### config.mk
export PLATFORM = sky130hd
export DESIGN_NAME = tone_gen_flat
export DESIGN_NICKNAME = d
export VERILOG_FILES = /design/src/rtl/tone_pkg.sv /design/src/rtl/tone_gen_if.sv /design/src/rtl/tone_period_lut.sv /design/src/rtl/tone_gen.sv /design/src/flat_wrapper.sv
export SDC_FILE = /design/constraint.sdc
export NUM_CORES = 1
export LEC_CHECK = 0
export BUFFER_PORTS_ARGS = -buffer_cell sky130_fd_sc_hd__buf_2
export CAP_MARGIN = 5
export CORE_ASPECT_RATIO = 1.5
export CORE_UTILIZATION = 35
export DETAILED_ROUTE_END_ITERATION = 7
export PLACE_DENSITY_LB_ADDON = 0.12
export SLEW_MARGIN = 20
export SYNTH_ARGS = -nofsm -noshare
export SYNTH_HDL_FRONTEND = slang
export SYNTH_HIERARCHICAL = 1
export SYNTH_SLANG_ARGS = --single-unit
### constraint.sdc
create_clock -name clk -period 11.3 [get_ports clk]
set_clock_uncertainty 0.15 [all_clocks]
set_input_delay 0 -clock clk [delete_from_list [all_inputs] [get_ports clk]]
set_output_delay 0 -clock clk [all_outputs]
set_load 0.005 [all_outputs]
### src/rtl/tone_pkg.sv
// Shared constants for the tone generator: octave/note codes, FSM states and
// the note frequency table used to derive half periods at elaboration time.
package tone_pkg;

  localparam int OCT_NORMAL = 0;
  localparam int OCT_LOW    = 1;
  localparam int OCT_HIGH   = 2;
  localparam int NOTE_REST  = 0;

  // do..si in centi-hertz so rounding stays in integer arithmetic
  localparam longint FREQ_CHZ [1:7] = '{
    64'd26163, 64'd29366, 64'd32963, 64'd34923, 64'd39200, 64'd44000, 64'd49388
  };

  typedef enum logic {
    ST_IDLE = 1'b0,
    ST_RUN  = 1'b1
  } tone_state_e;

  function automatic longint half_period(input longint clk_hz, input int note);
    if (note < 1 || note > 7) return 64'd0;
    return (clk_hz * 100 + FREQ_CHZ[note]) / (2 * FREQ_CHZ[note]);
  endfunction

endpackage

### src/rtl/tone_gen_if.sv
// Note-source bus between the mode controllers (master) and the tone
// generator (slave), plus the generator's status and speaker outputs.
interface tone_gen_if #(
  parameter int N_SRC  = 6,
  parameter int NOTE_W = 3,
  parameter int OCT_W  = 2
);
  localparam int SEL_W = $clog2(N_SRC);

  logic                      enable;
  logic [N_SRC*NOTE_W-1:0]   src_note;
  logic [N_SRC*OCT_W-1:0]    src_oct;
  logic [SEL_W-1:0]          src_sel;
  logic                      speaker;
  logic                      tone_active;
  logic                      note_ack;

  modport master (
    output enable, src_note, src_oct, src_sel,
    input  speaker, tone_active, note_ack
  );

  modport slave (
    input  enable, src_note, src_oct, src_sel,
    output speaker, tone_active, note_ack
  );
endinterface

### src/rtl/tone_period_lut.sv
// Combinational (note, octave) -> half-period lookup; rests and codes
// outside do..si yield 0.
module tone_period_lut
  import tone_pkg::*;
#(
  parameter longint CLK_HZ = 100_000_000,
  parameter int     NOTE_W = 3,
  parameter int     OCT_W  = 2,
  parameter int     CNT_W  = 32
) (
  input  logic [NOTE_W-1:0] note,
  input  logic [OCT_W-1:0]  oct,
  output logic [CNT_W-1:0]  hp
);

  localparam logic [CNT_W-1:0] HP_TAB [8] = '{
    '0,
    CNT_W'(half_period(CLK_HZ, 1)), CNT_W'(half_period(CLK_HZ, 2)),
    CNT_W'(half_period(CLK_HZ, 3)), CNT_W'(half_period(CLK_HZ, 4)),
    CNT_W'(half_period(CLK_HZ, 5)), CNT_W'(half_period(CLK_HZ, 6)),
    CNT_W'(half_period(CLK_HZ, 7))
  };

  logic [CNT_W-1:0] base;

  always_comb begin
    base = '0;
    for (int k = 1; k <= 7; k++) begin
      if (note == NOTE_W'(k)) base = HP_TAB[k];
    end
  end

  always_comb begin
    if (oct == OCT_W'(OCT_LOW))
      hp = base << 1;
    else if (oct == OCT_W'(OCT_HIGH))
      hp = base >> 1;
    else
      hp = base;
  end

endmodule

### src/rtl/tone_gen.sv
// Square-wave tone generator: source mux, registered half-period request and
// a generator that only applies a new half period on a waveform edge.
//
// state   | meaning
// ST_IDLE | silent, waiting for a non-zero half-period request
// ST_RUN  | counting half periods and toggling speaker
module tone_gen
  import tone_pkg::*;
#(
  parameter longint CLK_HZ = 100_000_000,
  parameter int     N_SRC  = 6,
  parameter int     NOTE_W = 3,
  parameter int     OCT_W  = 2,
  parameter int     CNT_W  = 32
) (
  input logic       clk,
  input logic       rst_n,
  tone_gen_if.slave bus
);

  localparam int SEL_W = $clog2(N_SRC);

  logic [NOTE_W-1:0] sel_note;
  logic [OCT_W-1:0]  sel_oct;
  logic              sel_valid;
  logic [CNT_W-1:0]  lut_hp;
  logic [CNT_W-1:0]  req_hp;
  logic [CNT_W-1:0]  active_hp;
  logic [CNT_W-1:0]  cnt;
  tone_state_e       state;

  always_comb begin
    sel_note  = '0;
    sel_oct   = '0;
    sel_valid = 1'b0;
    for (int i = 0; i < N_SRC; i++) begin
      if (bus.src_sel == SEL_W'(i)) begin
        sel_note  = bus.src_note[i*NOTE_W +: NOTE_W];
        sel_oct   = bus.src_oct[i*OCT_W +: OCT_W];
        sel_valid = 1'b1;
      end
    end
  end

  tone_period_lut #(
    .CLK_HZ (CLK_HZ),
    .NOTE_W (NOTE_W),
    .OCT_W  (OCT_W),
    .CNT_W  (CNT_W)
  ) u_lut (
    .note (sel_note),
    .oct  (sel_oct),
    .hp   (lut_hp)
  );

  always_ff @(posedge clk) begin
    if (!rst_n)
      req_hp <= '0;
    else if (bus.enable && sel_valid)
      req_hp <= lut_hp;
    else
      req_hp <= '0;
  end

  always_ff @(posedge clk) begin
    if (!rst_n) begin
      state           <= ST_IDLE;
      active_hp       <= '0;
      cnt             <= '0;
      bus.speaker     <= 1'b0;
      bus.tone_active <= 1'b0;
      bus.note_ack    <= 1'b0;
    end else begin
      bus.note_ack <= 1'b0;
      case (state)
        ST_IDLE: begin
          bus.speaker <= 1'b0;
          if (req_hp != '0) begin
            active_hp       <= req_hp;
            cnt             <= '0;
            bus.note_ack    <= 1'b1;
            bus.tone_active <= 1'b1;
            state           <= ST_RUN;
          end
        end
        ST_RUN: begin
          // a rest silences immediately, even on the cycle a wrap would occur
          if (req_hp == '0) begin
            bus.speaker     <= 1'b0;
            cnt             <= '0;
            active_hp       <= '0;
            bus.tone_active <= 1'b0;
            state           <= ST_IDLE;
          end else if (cnt == active_hp - CNT_W'(1)) begin
            bus.speaker <= ~bus.speaker;
            cnt         <= '0;
            if (req_hp != active_hp) begin
              active_hp    <= req_hp;
              bus.note_ack <= 1'b1;
            end
          end else begin
            cnt <= cnt + CNT_W'(1);
          end
        end
        default: state <= ST_IDLE;
      endcase
    end
  end

endmodule
### src/flat_wrapper.sv
// flat-port wrapper written by rule: the top's interface ports become plain ports
module tone_gen_flat import tone_pkg::*;
#(
  parameter longint CLK_HZ = 100_000_000,
  parameter int     N_SRC  = 6,
  parameter int     NOTE_W = 3,
  parameter int     OCT_W  = 2,
  parameter int     CNT_W  = 32
)
  (clk, rst_n, bus_enable, bus_src_note, bus_src_oct, bus_src_sel, bus_speaker, bus_tone_active, bus_note_ack);
  tone_gen_if #(.N_SRC(N_SRC), .NOTE_W(NOTE_W), .OCT_W(OCT_W)) bus_i ();
  input logic clk;
  input logic rst_n;
  input wire logic [$bits(bus_i.enable)-1:0] bus_enable;
  input wire logic [$bits(bus_i.src_note)-1:0] bus_src_note;
  input wire logic [$bits(bus_i.src_oct)-1:0] bus_src_oct;
  input wire logic [$bits(bus_i.src_sel)-1:0] bus_src_sel;
  output wire logic [$bits(bus_i.speaker)-1:0] bus_speaker;
  output wire logic [$bits(bus_i.tone_active)-1:0] bus_tone_active;
  output wire logic [$bits(bus_i.note_ack)-1:0] bus_note_ack;
  assign bus_i.enable = bus_enable;
  assign bus_i.src_note = bus_src_note;
  assign bus_i.src_oct = bus_src_oct;
  assign bus_i.src_sel = bus_src_sel;
  assign bus_speaker = bus_i.speaker;
  assign bus_tone_active = bus_i.tone_active;
  assign bus_note_ack = bus_i.note_ack;
  tone_gen #(.CLK_HZ(CLK_HZ), .N_SRC(N_SRC), .NOTE_W(NOTE_W), .OCT_W(OCT_W), .CNT_W(CNT_W)) u_core (.clk(clk), .rst_n(rst_n), .bus(bus_i));
endmodule
Yosys cells after proc, flatten, opt, wreduce, memory -nomap -nowiden:

Cells that the tools add are included.

* add/sub/neg operators: 2
* $mul: 0
* div/mod/pow operators: 0
* order comparisons: 0
* eq/ne operators: 20
* shift-type cells: 0
* multiplexer cells: 49
* bitwise logic cells: 4
* reduce and logical (&&, ||, !) cells: 8

Operators by type and width (number)
* two-way mux 32 bit: 13
* one-hot mux 32 bit (2 select lines): 2
* two-way mux 18 bit: 3
* adder 32 x 1 -> 32 bit, second input constant: 1
* equality test 32 bit: 1
* zero test 32 bit: 1
* != test 32 bit: 1
* nonzero test 32 bit: 1
* subtractor 32 x 1 -> 32 bit, second input constant: 1
* equality test 3 bit, second input constant: 6
* two-way mux 3 bit: 6
* two-way mux 1 bit: 15
* equality test 3 x 2 -> 1 bit, second input constant: 4
* two-way mux 2 bit: 6
* one-hot mux 1 bit (2 select lines): 4
* equality test 3 x 1 -> 1 bit, second input constant: 2
* != test 3 bit, second input constant: 2
* inverter 1 bit: 4
* AND reduction 2 bit: 2
* zero test 3 bit: 1
* AND reduction 3 bit: 1
* OR reduction 3 bit: 1
* equality test 2 x 1 -> 1 bit, second input constant: 1
* equality test 2 bit, second input constant: 1
* 3 further kinds: 3

* register bits: 100
* latch bits: 0
* memory bits (writable): 0
* memory bits (read-only): 0
* input port bits: 36
* word-level logic and storage cells: 91
* memories: 0

Depth between registers and ports, before layout:

* depth after elaboration: 17
* depth in mapped cells: 14

Hierarchy:

The synthesis kept the hierarchy.

Modules (own cells, without submodules)
* tone_gen: times used 1, cells an instance 742, area an instance 6055.8 um^2
* tone_period_lut: times used 1, cells an instance 141, area an instance 922.1 um^2

Least setup slack after synthesis:

Ideal clock, no wire load.

* path kind: reg2reg
* start: register u_core.active_hp[0]
* end: register u_core.active_hp[10]
* library setup time: 0.072 ns
* arrival time: 3.431 ns
* required time: 11.078 ns
* setup slack: 7.647 ns
* stages on the path, launching flop included: 14
* cell sequence: dfxtp_1 > clkbuf_1 > inv_1 > ha_1 > or4b_1 > or4_1 > buf_2 > or4b_1 > and3_1 > and4bb_1 > nand2_1 > o22ai_4 > buf_12 > mux2i_1

* word-level cells in the longest chain between the ends: 4

Ends and longest elaborated chain
* start, declared: RTL line tone_gen.sv:28 `logic [CNT_W-1:0] active_hp;`
* start signal, assigned: RTL line tone_gen.sv:79 `active_hp <= req_hp;`
* start signal, assigned: RTL line tone_gen.sv:98 `active_hp <= req_hp;`
* subtractor 32 x 1 -> 32 bit: RTL line tone_gen.sv:94 `end else if (cnt == active_hp - CNT_W'(1)) begin`
* equality test 32 bit: RTL line tone_gen.sv:94
* != test 3 bit (no line)
* AND reduction 3 bit (no line) *

Every way passes the cells marked *; elsewhere a longest branch is shown, timed or not.
A chain may end at the register's enable or synchronous reset.

Worst setup path in the final report:

* start: register u_core.active_hp[0]
* end: register u_core.cnt[11]

* word-level cells in the longest chain between the ends: 5

Ends and longest elaborated chain
* subtractor 32 x 1 -> 32 bit: RTL line tone_gen.sv:94
* equality test 32 bit: RTL line tone_gen.sv:94
* two-way mux 32 bit: RTL line tone_gen.sv:94
* two-way mux 32 bit: RTL line tone_gen.sv:88 `if (req_hp == '0) begin`
* one-hot mux 32 bit (2 select lines): RTL line tone_gen.sv:75 `case (state)`
* end signal, assigned: RTL line tone_gen.sv:102 `cnt <= cnt + CNT_W'(1);`
* end, declared: RTL line tone_gen.sv:29 `logic [CNT_W-1:0] cnt;`

No other way between the ends.

==> flow_summary.json <==
{
  "ir_drop_v": 0.00007148,
  "antenna_found_initial": 0,
  "holdWs_ns": 0.08889,
  "holdPathEnd": "u_core/req_hp[12]",
  "vias": 6091,
  "fin_nets": 911,
  "r2r_slack_ns": 6.90,
  "synth_area_per_cell_um2": 7.903,
  "final_layout_size_suffix_gt1_frac": 0.09770,
  "crit_chain": "inv_1, ha_1, or4b_1, or4_1, or4b_1, and3_1, and4bb_1, nand4_1, buf_4, nand2_1, o311ai_0",
  "path_delay_family": "simple AND/OR/NAND/NOR gates",
  "cts_resized": 0,
  "yosys.area.top_type": "dfxtp_1",
  "wl_per_cell_um": 16.79,
  "dieArea_mm2": 0.02052,
  "die-height_um": 174.9,
  "stdcell_count": 1126,
  "r2r-end": "u_core/cnt[11]",
  "cts_setup_buffers": 0,
  "yosysWarnings": 6,
  "synth_area_mm2": 0.006978,
  "cp_common_cell": "or4b_1",
  "core_area_mm2": 0.01932,
  "synth_top_area_frac": 0.2869,
  "postSynthCellCount": 883,
  "worst_slew_pin_slew_ns": 0.9251,
  "die_width_um": 117.3,
  "crit_slowest_cell": "nand2_1",
  "first_global_vias": 5867,
  "finalMaxSlewViolations": 0,
  "firstDrtPassIters": 5,
  "fmax_mhz": 227.5,
  "synthFlopType": "dfxtp_1",
  "fin_setup_tns_ns": 0,
  "max_stage_delay_ns": 0.65,
  "h-tree-depth": 3,
  "routed_via_density": 5.409,
  "final.min_clock_period_ns": 4.396,
  "start_kind": "flip-flop",
  "cts-root-buf": "clkbuf_16",
  "wl_mm": 18.91,
  "r2r-start": "u_core/active_hp[0]",
  "cts_buffer_depth": 2,
  "grt_overflow": 0,
  "synthArstFlopShare": 0,
  "arrival_ns": 4.45,
  "drc_errors": 0,
  "regArea_mm2": 0.002002,
  "seq_area_frac_synth": 0.2869,
  "synth_edf_count": 0,
  "synth_area_leaders": "dfxtp_1, mux2i_1, xor2_1",
  "drv_cap": 0,
  "clk_pin_slew_ns": 0.08,
  "timing.final.crit_share": 0.3890,
  "setup_violations": 0,
  "p_leak_nw": 3.024,
  "worst-endpoint-required_ns": 11.35,
  "post-route-util": 0.3861,
  "status": "complete, no violations",
  "drt_first_iter_violations": 272,
  "dpl.cell_count": 1110,
  "cts_sinks": 100,
  "maxSlewHeadroom": 0.3776,
  "grt_start_max_net_pins": 69,
  "cts_made_buffers": 9,
  "io_pins": 39,
  "power_density_mw_per_mm2": 129.9,
  "worst_slack_ns": 6.904,
  "path_max_fanout": 38,
  "place_ws_ns": 6.860,
  "area_growth_pct": 6.867,
  "holdCritStartpoint": "bus_enable",
  "portBuffers": 38,
  "gp_congestion": 0.8161,
  "ys_types": 79,
  "insertion_delay_ns": 0.35,
  "holdPathStages": 5,
  "multi_input_area_mm2": 0.004453,
  "ys_seq_elements": 100,
  "postRouteAntennaNets": 0,
  "endpoint_kind": "flip-flop",
  "n_antenna_cell": 0,
  "grt_usage": 0.1938,
  "finalHoldViolations": 0,
  "grt_pass1_wl_mm": 30.73,
  "num_rows": 62,
  "initial_utilization": 0.3613,
  "reg2reg_depth": 11,
  "nFillCells": 2084,
  "rsz0062_at_grt": "no",
  "cts_hold_buf": 0,
  "path_class": "reg -> reg",
  "hpwl_mm": 14.53,
  "crit_buf_inv": 2,
  "hp-class": "in -> reg",
  "cts_tree": "built"
}
==> cells in the final DEF (no fill, tap or decap), types with 20 or more instances in the layout <==
master	n
and2_1	35
buf_2	38
dfxtp_1	100
inv_1	26
mux2i_1	51
nand2_1	118
nand3_1	31
nand4_1	31
nor2_1	36
nor3_1	20
nor4_1	28
o21ai_0	23
xnor2_1	21
xor2_1	51
==> per-stage QoR <==
step / power [mW] / instance area [um^2]
floorplan: 0.6053 / 7023
global placement: 0.6649 / 7142
detailed placement: 0.6626 / 7142
CTS: 0.9822 / 7457
global route: 1.026 / 7457
finish: 0.9684 / 7457
==> worst reg2reg max path, delay by kind of cell, from the launching register on <==
family / cells / cell delay, ns
AND/OR/NAND/NOR: 7 / 2.85
flip-flops: 1 / 0.38
buffers and inverters: 2 / 0.38
adder cells (fa/ha/maj): 1 / 0.25
AO/OA/AOI/OAI: 1 / 0.23
==> area by class of cell <==
class                   count  share of cell area
clock buffers               9             0.03020
repair buffers             48             0.03557
multi-input cells         679              0.5971
inverters                  27             0.01359
well taps                 256             0.04295
clock inverters             7             0.01208
flip-flops and latches    100              0.2685
==> how the worst max path moves through the flow <==
| stage | to | depth (start not counted) | startpoint | slack [ns] |
|---|---|---|---|---|
| 2_1_floorplan | u_core/active_hp[10] | 13 | u_core/active_hp[0] | 7.65 |
| 3_3_place_gp | u_core/cnt[11] | 11 | u_core/active_hp[0] | 6.89 |
| 3_5_place_dp | u_core/cnt[21] | 11 | u_core/active_hp[0] | 6.86 |
| 4_1_cts | u_core/cnt[11] | 11 | u_core/active_hp[0] | 6.86 |
| 5_1_grt | u_core/cnt[9] | 11 | u_core/active_hp[0] | 6.57 |
| 6_report | u_core/cnt[11] | 11 | u_core/active_hp[0] | 6.90 |
==> state kept, by name, indices dropped and copies added, names as in the netlist <==
name	cells
u_core/bus.tone_active	1
u_core/state	1
u_core/cnt	32
u_core/req_hp	32
u_core/active_hp	32
u_core/bus.speaker	1
u_core/bus.note_ack	1
==> kinds of logic (layout without fill, tap and decap cells) <==
logic type                 after synthesis  after routing  synth area share
muxes                                   54             54           0.07961
and+or+nand+nor                        385            385            0.2946
AOI/OAI and AO/OA                      145            145            0.1479
buffers and inverters                  116             91           0.08212
DFF                                    100            100            0.2869
other                                    1             13         0.0005374
xor gates and xnor gates                72             72           0.09037
adders and majority gates               10             10           0.01793
==> report_power, final <==
| part | switching, mW | total (mW) | internal [mW] |
|---|---|---|---|
| clock network | 0.157 | 0.316 | 0.159 |
| logic | 0.154 | 0.266 | 0.112 |
| registers | 0.0211 | 0.387 | 0.365 |
| total | 0.332 | 0.968 | 0.637 |
==> metal layers <==
metal / vias to the layer above / wire (um) / track usage
met3: 25 / 321 / 0.01977
met2: 83 / 10280 / 0.3591
li1: 3112 / - / -
met1: 2871 / 7714 / 0.2176
met4: 0 / 591 / 0.08386
met5: - / 0 / 0
==> synthesized netlist by cell type, types with 12 or more instances <==
library cell and number:
buf_4 13, nand3_1 31, inv_1 26, nand4_1 31, o21ai_0 23, clkbuf_1 53, buf_2 14, nor4_1 28
mux2i_1 51, nor2b_1 12, nand2_1 118, dfxtp_1 100, xnor2_1 21, a21oi_1 14, a31oi_1 18, xor2_1 51
nor2_1 36, nor3_1 21, and2_1 35
Note: power is estimated with default switching activity, not from simulation.
